$ cat src/rtl/hotp_pkg.sv
// Shared types and constants for the HOTP dynamic-truncation reader.
package hotp_pkg;

    typedef enum logic [2:0] {
        IDLE    = 3'd0,
        COLLECT = 3'd1,
        EXTRACT = 3'd2,
        CONVERT = 3'd3,
        DONE    = 3'd4
    } state_t;

    localparam int DIGEST_BITS = 160;
    localparam int CONV_STEPS  = 31;
    localparam int OFFSET_LSB  = 128;

    // Big-endian digest byte k taken from the LSB-first word collection.
    function automatic logic [7:0] digest_byte(input logic [159:0] dig, input int k);
        return dig[32*(k/4) + 31 - 8*(k%4) -: 8];
    endfunction

endpackage

$ cat src/rtl/hotp_dabble.sv
// BCD register performing one add-3/shift double-dabble step per enable.
// Carry out of the top digit is dropped, so the result is the value modulo 10^DIGITS.
module hotp_dabble #(
    parameter int DIGITS = 6
) (
    input  logic                  clk,
    input  logic                  rst,
    input  logic                  clr,
    input  logic                  en,
    input  logic                  bit_in,
    output logic [4*DIGITS-1:0]   bcd
);

    logic [4*DIGITS-1:0] bcd_r;
    logic [4*DIGITS-1:0] adj_s;

    // Add 3 to every digit that is 5 or more ahead of the shift.
    always_comb begin
        adj_s = bcd_r;
        for (int d = 0; d < DIGITS; d++) begin
            if (bcd_r[4*d +: 4] >= 4'd5) begin
                adj_s[4*d +: 4] = bcd_r[4*d +: 4] + 4'd3;
            end else begin
                adj_s[4*d +: 4] = bcd_r[4*d +: 4];
            end
        end
    end

    // BCD state: reset/clear to zero, otherwise shift in the next binary bit.
    always_ff @(posedge clk) begin
        if (rst) begin
            bcd_r <= '0;
        end else if (clr) begin
            bcd_r <= '0;
        end else if (en) begin
            bcd_r <= (adj_s << 1) | {{(4*DIGITS-1){1'b0}}, bit_in};
        end else begin
            bcd_r <= bcd_r;
        end
    end

    assign bcd = bcd_r;

endmodule

$ cat src/rtl/hotp_truncate.sv
// Serial HMAC-SHA-1 digest reader with RFC 4226 dynamic truncation and BCD
// conversion. Optional feature macro: HOTP_TRUNC_RAW_EN exposes the 31-bit
// truncated code on the raw port.
module hotp_truncate
    import hotp_pkg::*;
#(
    parameter int DIGITS = 6
) (
    input  logic                  clk,
    input  logic                  rst,
    input  logic                  start,
    input  logic                  bit_in,
    input  logic                  bit_valid,
    output logic [4*DIGITS-1:0]   digits,
`ifdef HOTP_TRUNC_RAW_EN
    output logic [30:0]           raw,
`endif
    output logic                  valid
);

    state_t          state_r;
    logic [159:0]    dig_r;
    logic [7:0]      bit_cnt_r;
    logic [4:0]      step_cnt_r;
    logic [30:0]     shift_r;
    logic            valid_r;

    logic [7:0]      byte_s [19];
    logic [3:0]      offset_s;
    logic [30:0]     trunc_s;
    logic            dab_clr_s;
    logic            dab_en_s;

    // Digest bytes 0..18; byte 19 only supplies the offset nibble.
    always_comb begin
        for (int k = 0; k < 19; k++) begin
            byte_s[k] = digest_byte(dig_r, k);
        end
        offset_s = dig_r[OFFSET_LSB +: 4];
    end

    // 16-way offset mux; bit 31 of the selected word is masked by omission.
    always_comb begin
        trunc_s = 31'd0;
        for (int k = 0; k < 16; k++) begin
            if (offset_s == 4'(k)) begin
                trunc_s = {byte_s[k][6:0], byte_s[k+1], byte_s[k+2], byte_s[k+3]};
            end else begin
                trunc_s = trunc_s;
            end
        end
    end

    // Dabble control decoded from the current state.
    always_comb begin
        dab_clr_s = (state_r == EXTRACT);
        dab_en_s  = (state_r == CONVERT);
    end

    // Main sequencer: collect, extract, convert, hold; start restarts from any state.
    always_ff @(posedge clk) begin
        if (rst) begin
            state_r    <= IDLE;
            dig_r      <= 160'd0;
            bit_cnt_r  <= 8'd0;
            step_cnt_r <= 5'd0;
            shift_r    <= 31'd0;
            valid_r    <= 1'b0;
        end else if (start) begin
            state_r    <= COLLECT;
            valid_r    <= 1'b0;
            step_cnt_r <= 5'd0;
            if (bit_valid) begin
                dig_r     <= {bit_in, dig_r[159:1]};
                bit_cnt_r <= 8'd1;
            end else begin
                bit_cnt_r <= 8'd0;
            end
        end else begin
            case (state_r)
                IDLE: begin
                    state_r <= IDLE;
                end
                COLLECT: begin
                    if (bit_valid) begin
                        dig_r <= {bit_in, dig_r[159:1]};
                        if (bit_cnt_r == 8'(DIGEST_BITS - 1)) begin
                            bit_cnt_r <= 8'd0;
                            state_r   <= EXTRACT;
                        end else begin
                            bit_cnt_r <= bit_cnt_r + 8'd1;
                        end
                    end
                end
                EXTRACT: begin
                    shift_r    <= trunc_s;
                    step_cnt_r <= 5'd0;
                    state_r    <= CONVERT;
                end
                CONVERT: begin
                    shift_r <= shift_r << 1;
                    if (step_cnt_r == 5'(CONV_STEPS - 1)) begin
                        step_cnt_r <= 5'd0;
                        valid_r    <= 1'b1;
                        state_r    <= DONE;
                    end else begin
                        step_cnt_r <= step_cnt_r + 5'd1;
                    end
                end
                DONE: begin
                    valid_r <= 1'b1;
                end
                default: begin
                    state_r <= IDLE;
                    valid_r <= 1'b0;
                end
            endcase
        end
    end

`ifdef HOTP_TRUNC_RAW_EN
    logic [30:0] raw_r;

    // Truncated binary code captured alongside the conversion load.
    always_ff @(posedge clk) begin
        if (rst) begin
            raw_r <= 31'd0;
        end else if (!start && state_r == EXTRACT) begin
            raw_r <= trunc_s;
        end else begin
            raw_r <= raw_r;
        end
    end

    assign raw = raw_r;
`endif

    hotp_dabble #(.DIGITS(DIGITS)) u_dabble (
        .clk    (clk),
        .rst    (rst),
        .clr    (dab_clr_s),
        .en     (dab_en_s),
        .bit_in (shift_r[30]),
        .bcd    (digits)
    );

    assign valid = valid_r;

endmodule

$ cat config.mk
export PLATFORM = sky130hd
export DESIGN_NAME = hotp_truncate
export DESIGN_NICKNAME = d
export VERILOG_FILES = /design/src/rtl/hotp_pkg.sv /design/src/rtl/hotp_dabble.sv /design/src/rtl/hotp_truncate.sv
export SDC_FILE = /design/constraint.sdc
export NUM_CORES = 1
export LEC_CHECK = 0
export ABC_AREA = 1
export CAP_MARGIN = 25
export CORE_MARGIN = 2
export CORE_UTILIZATION = 33
export CTS_BUF_LIST = sky130_fd_sc_hd__clkbuf_2
export DETAILED_ROUTE_END_ITERATION = 7
export PLACE_DENSITY = 0.58
export SETUP_SLACK_MARGIN = 0.4
export SLEW_MARGIN = 20
export SYNTH_ARGS = -nofsm -noshare
export SYNTH_HDL_FRONTEND = slang
export SYNTH_SLANG_ARGS = --single-unit
$ cat constraint.sdc
create_clock -name clk -period 3.9 [get_ports clk]
set_clock_uncertainty 0.05 [all_clocks]
set_input_delay 0.78 -clock clk [delete_from_list [all_inputs] [get_ports clk]]
set_output_delay 0.78 -clock clk [all_outputs]
set_load 0.1 [all_outputs]
* After elaboration in Yosys (flattened, before gate mapping)
Index checks and enable logic that the tools add are counted.
** Word-level totals
- Flip-flop bits (word level) :: 232
- Bits of input ports :: 5
- Logic and storage cells :: 107
** Operators by class
- $add $sub $neg :: 8
- $lt $le $gt $ge :: 6
- Equality and inequality tests :: 28
- Muxes and demuxes :: 40
- Bitwise logic cells :: 4
- Reductions and logical operators :: 13
** Operators by type and width (number)
- $mux 31 :: 16
- $mux 160 :: 3
- $pmux 31 s2 :: 1
- $eq 4x4->1 const B :: 8
- $mux 8 :: 4
- $ge 4x3->1 const B :: 6
- $or 24x1->24 :: 1
- $add 4x2->4 const B :: 5
- $mux 4 :: 5
- $eq 4x3->1 const B :: 4
- $mux 3 :: 4
- $pmux 3 s4 :: 1
- $pmux 5 s2 :: 1
- $add 8x1->8 const B :: 1
- $eq 4x2->1 const B :: 2
- $eq 8x8->1 const B :: 1
- $reduce_and 4->1 :: 2
- $eq 3x2->1 const B :: 2
- $ne 2x2->1 const B :: 3
- $ne 3x3->1 const B :: 2
- $reduce_and 2->1 :: 3
- $reduce_bool 2->1 :: 3
- $add 5x1->5 const B :: 1
- $eq 5x5->1 const B :: 1
- 14 further kinds :: 19

* Logic depth before layout (Yosys ltp)
- Word-level depth :: 18
- Gate-level depth with buffers :: 16
- Depth with buffers taken out :: 15

* Modules after synthesis
Synthesis repeated with hierarchy kept, for this count alone.
** Second synthesis, totals
- Cells, all modules :: 2097
- Area total of the unflattened synthesis :: 12931.2 um2
** Modules (own cells, without submodules)
- hotp_truncate :: instances 1, cells an instance 1854, area an instance 11395.9 um2, seq. area each 4164.0 um2
- hotp_dabble :: instances 1, cells an instance 243, area an instance 1535.2 um2, seq. area each 480.5 um2

* Worst setup path before layout
No wires, ideal clock.
- Path kind :: register to register
- From :: register u_dabble.bcd_r[5], in the netlist u_dabble.bcd[5]
- To :: register u_dabble.bcd_r[6], in the netlist u_dabble.bcd[6]
- Setup time :: 61 ps
- Arrival time :: 2064 ps
- Data required time :: 3789 ps
- Setup slack :: 1725 ps
- Stages on the path, launching flop included :: 10
- Buffers on the path :: 0
- Period minus slack after synthesis :: 2175 ps
- Path through :: dfxtp_1 inv_1 ha_1 inv_1 nand2_1 a21oi_1 nand2_1 o211ai_1 o211ai_1 inv_1
** On the way
- Cells in the longest elaborated chain, start to end :: 3
- Elaborated cells on any way between the ends :: 4
** Ends and longest elaborated chain
- start, declared :: RTL line hotp_dabble.sv:14 : logic [4*DIGITS-1:0] bcd_r;
- start signal, assigned :: RTL line hotp_dabble.sv:36 : bcd_r <= (adj_s << 1) | {{(4*DIGITS-1){1'b0}}, bit_in};
- start signal, assigned :: RTL line hotp_dabble.sv:38 : bcd_r <= bcd_r;
- $add 4x2->4 / $ge 4x3->1 (equally long branches) :: RTL line hotp_dabble.sv:22, hotp_dabble.sv:21
- $mux 4 (*) :: RTL line hotp_dabble.sv:21 : if (bcd_r[4*d +: 4] >= 4'd5) begin
- $or 24x1->24 (*) :: RTL line hotp_dabble.sv:36
Every way passes the cells marked *; elsewhere a longest branch is shown, timed or not.
A chain may end at the register's enable or synchronous reset.

* Worst setup path in the final report
- From :: register u_dabble.bcd_r[19], in the netlist u_dabble.bcd[19]
- To :: output digits[19]
** RTL lines
- end, declared :: RTL line hotp_truncate.sv:14 : output logic [4*DIGITS-1:0] digits,
No word-level cell between the ends.

==> results.txt <==
Die W: 201 um
Ys async rst share: 0%
Switching power of the nets: 1.73 mW
Final Hold Violating Endpoints: 0
Crit share post-route: 86.9%
Fillers: 4,177
Kind of critical path: reg2out
CP max FO: 4
Cts bufs inserted: 61
Part of the power in registers: 52.0%
Worst Tran Pin Value: 1000 ps
Number of synthesis warnings: 0
Rows: 72
Count leader, synth: nand2_1
Initial antenna violation count: 1
Core area: 0.0385 mm^2
CP required: 3070 ps
Worst EP arrival: 2560 ps
Mean Syn Cell Area: 6.27 um^2
Worst Setup End Kind: primary output
Share of layout cells above drive strength 1: 7.16%
Synthesis-to-layout area growth: 10.4%
Htree depth: 2
Clock network latency to the later pin of the worst-skew pair: 960 ps
Post-CTS Setup Bufs: 0
Clock Path Buffers: 3
Total length of routed wires: 38.5 mm
DR iter-0 viols: 1,023
Total gr overflow: 0
Slew HR: 33.2%
Routed wire per std cell: 14.8 um
Clock Root Buffer: clkbuf_2
PortBufs: 29
Pin count of the biggest net entering global routing: 151
Worst Hold Class: reg2reg
Synthesized net count: 2,061
Die area: 0.0404 mm^2
Final Setup Violations: 0
WHS: 395 ps
Gate power share: 14.3%
Peak Freq: 295 MHz
Synth Instances: 2,041
Clock transition at path regs: 90 ps
Final slew viol count: 0
RSZ-0062 raised after global routing: false
Total GRT Usage: 18.9%
Crit-path cells: clkdlybuf4s50_1
Final TNS setup: 0 ps
Delay-heaviest family, CP: buffers and inverters
P_leak: 5.59 nW
Fin nets: 2,063
DRC: 0
Slowest-stage cell, CP: clkdlybuf4s50_1
Post-DRT Antenna Nets: 0
Synth top area cells: dfxtp_1, nand2_1, a21oi_1
Worst path max stage delay: 1170 ps
TritonCTS clock tree: done
Vias: 13,200
First-pass GRT wire length: 63.7 mm
Number of global-route vias before repair: 12,500
Total iterations of the first detailed-routing run: 7
Distinct cell type count after synthesis: 32
RD Place Congestion: 0.850
Initial Util: 33.3%
Vias per cell: 5.08
VDD IR max: 0.000142 V
Most used DFF post-synth: dfxtp_1
Post-synth top area share: 36.3%
Post-synthesis register bit count: 232
Hold_buf cts: 0
Register area share after synthesis: 36.3%
Cts repair resizes: 2
CTS sink count: 232
Max-cap violation count: 0
Outcome: finished clean
Switching portion of total power: 33.7%
Power per cell area: 363 mW/mm^2
WP buf/inv: 1
Number of enable flip-flop cells after synthesis: 0
DP HPWL: 25.9 mm
Yosys top cell by area: dfxtp_1
Post-synth top cells: nand2_1, a21oi_1, inv_1, dfxtp_1, nor2_1
Clock Power Share: 33.8%
Power Internal: 3.40 mW
Startpoint Class: flip-flop
I/O pins: 30
Die Y: 201 um
Area of the mapped netlist: 0.0128 mm^2
Fin crit period: 3390 ps
==> final timing paths <==
path                                                     from                       to  slack (ps)  cells after the start
worst max-delay path            u_dabble.bcd[19]$_SDFFE_PP0P_               digits[19]         510                      1
worst min-delay path                  dig_r[132]$_SDFFE_PP0P_  dig_r[132]$_SDFFE_PP0P_         400                      2
worst max register to register        state_r[0]$_SDFFE_PP0P_  dig_r[127]$_SDFFE_PP0P_        1030                      6
worst min register to register        dig_r[132]$_SDFFE_PP0P_  dig_r[132]$_SDFFE_PP0P_         400                      2
==> stage by stage <==
| stage | power (mW) | utilization [%] | setup WS, ps | cells | area (um^2) |
|---|---|---|---|---|---|
| after floorplan | 3.17 | - | 1730 | 2041 | 12800 |
| after global placement | 3.43 | 35.3 | 972 | 2498 | 13600 |
| after detailed placement | 3.44 | 35.3 | 919 | 2498 | 13600 |
| after CTS | 5.19 | 36.7 | 403 | 2600 | 14100 |
| after global routing | 5.44 | 36.7 | 405 | 2601 | 14100 |
| final | 5.13 | 36.7 | 510 | 2601 | 14100 |
==> cells by family (layout without fill, tap and decap cells) <==
| kind of cell | after synthesis | after routing | synth area share [%] |
|---|---|---|---|
| AO/OA/AOI/OAI | 519 | 519 | 20.7 |
| XOR/XNOR | 12 | 12 | 0.821 |
| adder cells (fa/ha/maj) | 15 | 15 | 1.47 |
| buffers and inverters | 373 | 414 | 11.3 |
| flip-flops | 232 | 232 | 36.3 |
| other | 0 | 1 | 0 |
| AND/OR/NAND/NOR | 890 | 890 | 29.4 |
==> power by group through the flow <==
| stage | Sequential (mW) | Combinational, mW | Clock [mW] |
|---|---|---|---|
| 3_5_place_dp | 2.71 | 0.730 | 0 |
| 3_3_place_gp | 2.72 | 0.718 | 0 |
| 4_1_cts | 2.66 | 0.733 | 1.79 |
| 2_1_floorplan | 2.66 | 0.512 | 0 |
| 5_1_grt | 2.69 | 0.826 | 1.92 |
| 6_report | 2.67 | 0.731 | 1.73 |
==> final cells by class <==
| class | count | area (um^2) | area share (%) |
|---|---|---|---|
| timing repair buffer | 59 | 618 | 4.37 |
| sequential | 232 | 4640 | 32.9 |
| clock inverter | 11 | 72.6 | 0.513 |
| inverter | 253 | 952 | 6.74 |
| tap | 518 | 648 | 4.59 |
| antenna | 1 | 2.50 | 0.0177 |
| clock buffer | 91 | 455 | 3.22 |
| multi-input combinational | 1436 | 6740 | 47.7 |
==> placed cells by master, fill, tap and decap left out <==
| master | netlist | final |
|---|---|---|
| buf_12 | 0 | 6 |
| nor2_2 | 4 | 8 |
| xnor2_1 | 3 | 3 |
| nand3_1 | 119 | 119 |
| a21oi_1 | 296 | 296 |
| or2_2 | 1 | 1 |
| nor2_1 | 208 | 203 |
| nor3_2 | 0 | 1 |
| a31oi_1 | 3 | 3 |
| nand4_1 | 79 | 79 |
| inv_2 | 5 | 5 |
| buf_4 | 1 | 24 |
| dlymetal6s2s_1 | 0 | 12 |
| a211oi_1 | 3 | 3 |
| clkbuf_2 | 0 | 91 |
| clkinv_2 | 0 | 1 |
| nor3b_1 | 1 | 1 |
| bufinv_16 | 0 | 1 |
| nor2_4 | 4 | 5 |
| o2111ai_1 | 1 | 1 |
| diode_2 | 0 | 1 |
| dlygate4sd2_1 | 0 | 2 |
| clkinvlp_4 | 0 | 1 |
| a221oi_1 | 1 | 1 |
| ha_1 | 15 | 15 |
| dfxtp_1 | 232 | 232 |
| o211ai_1 | 12 | 12 |
| inv_4 | 0 | 1 |
| and3_1 | 1 | 1 |
| o221ai_1 | 2 | 2 |
| clkinv_1 | 3 | 10 |
| nand2_1 | 456 | 456 |
| o21ai_4 | 0 | 1 |
| o21ai_0 | 200 | 200 |
| clkdlybuf4s50_1 | 0 | 15 |
| xor2_1 | 9 | 9 |
| inv_1 | 245 | 245 |
| nand2_2 | 3 | 3 |
| nor3_1 | 14 | 13 |
==> sequential cells by signal (all words and copies together) (netlist names) <==
name / count
u_dabble.bcd: 24
dig_r: 160
step_cnt_r: 5
valid: 1
shift_r: 31
state_r: 3
bit_cnt_r: 8
==> metal layers <==
| metal | up-vias | global-route usage [%] | part of all wire (%) |
|---|---|---|---|
| li1 | 6694 | - | - |
| met1 | 6054 | 26.5 | 48 |
| met2 | 389 | 29.3 | 44 |
| met3 | 75 | 2.69 | 5.4 |
| met4 | 0 | 6.85 | 2.5 |
| met5 | - | 0 | 0 |
Power figures use the tool's default switching activity.
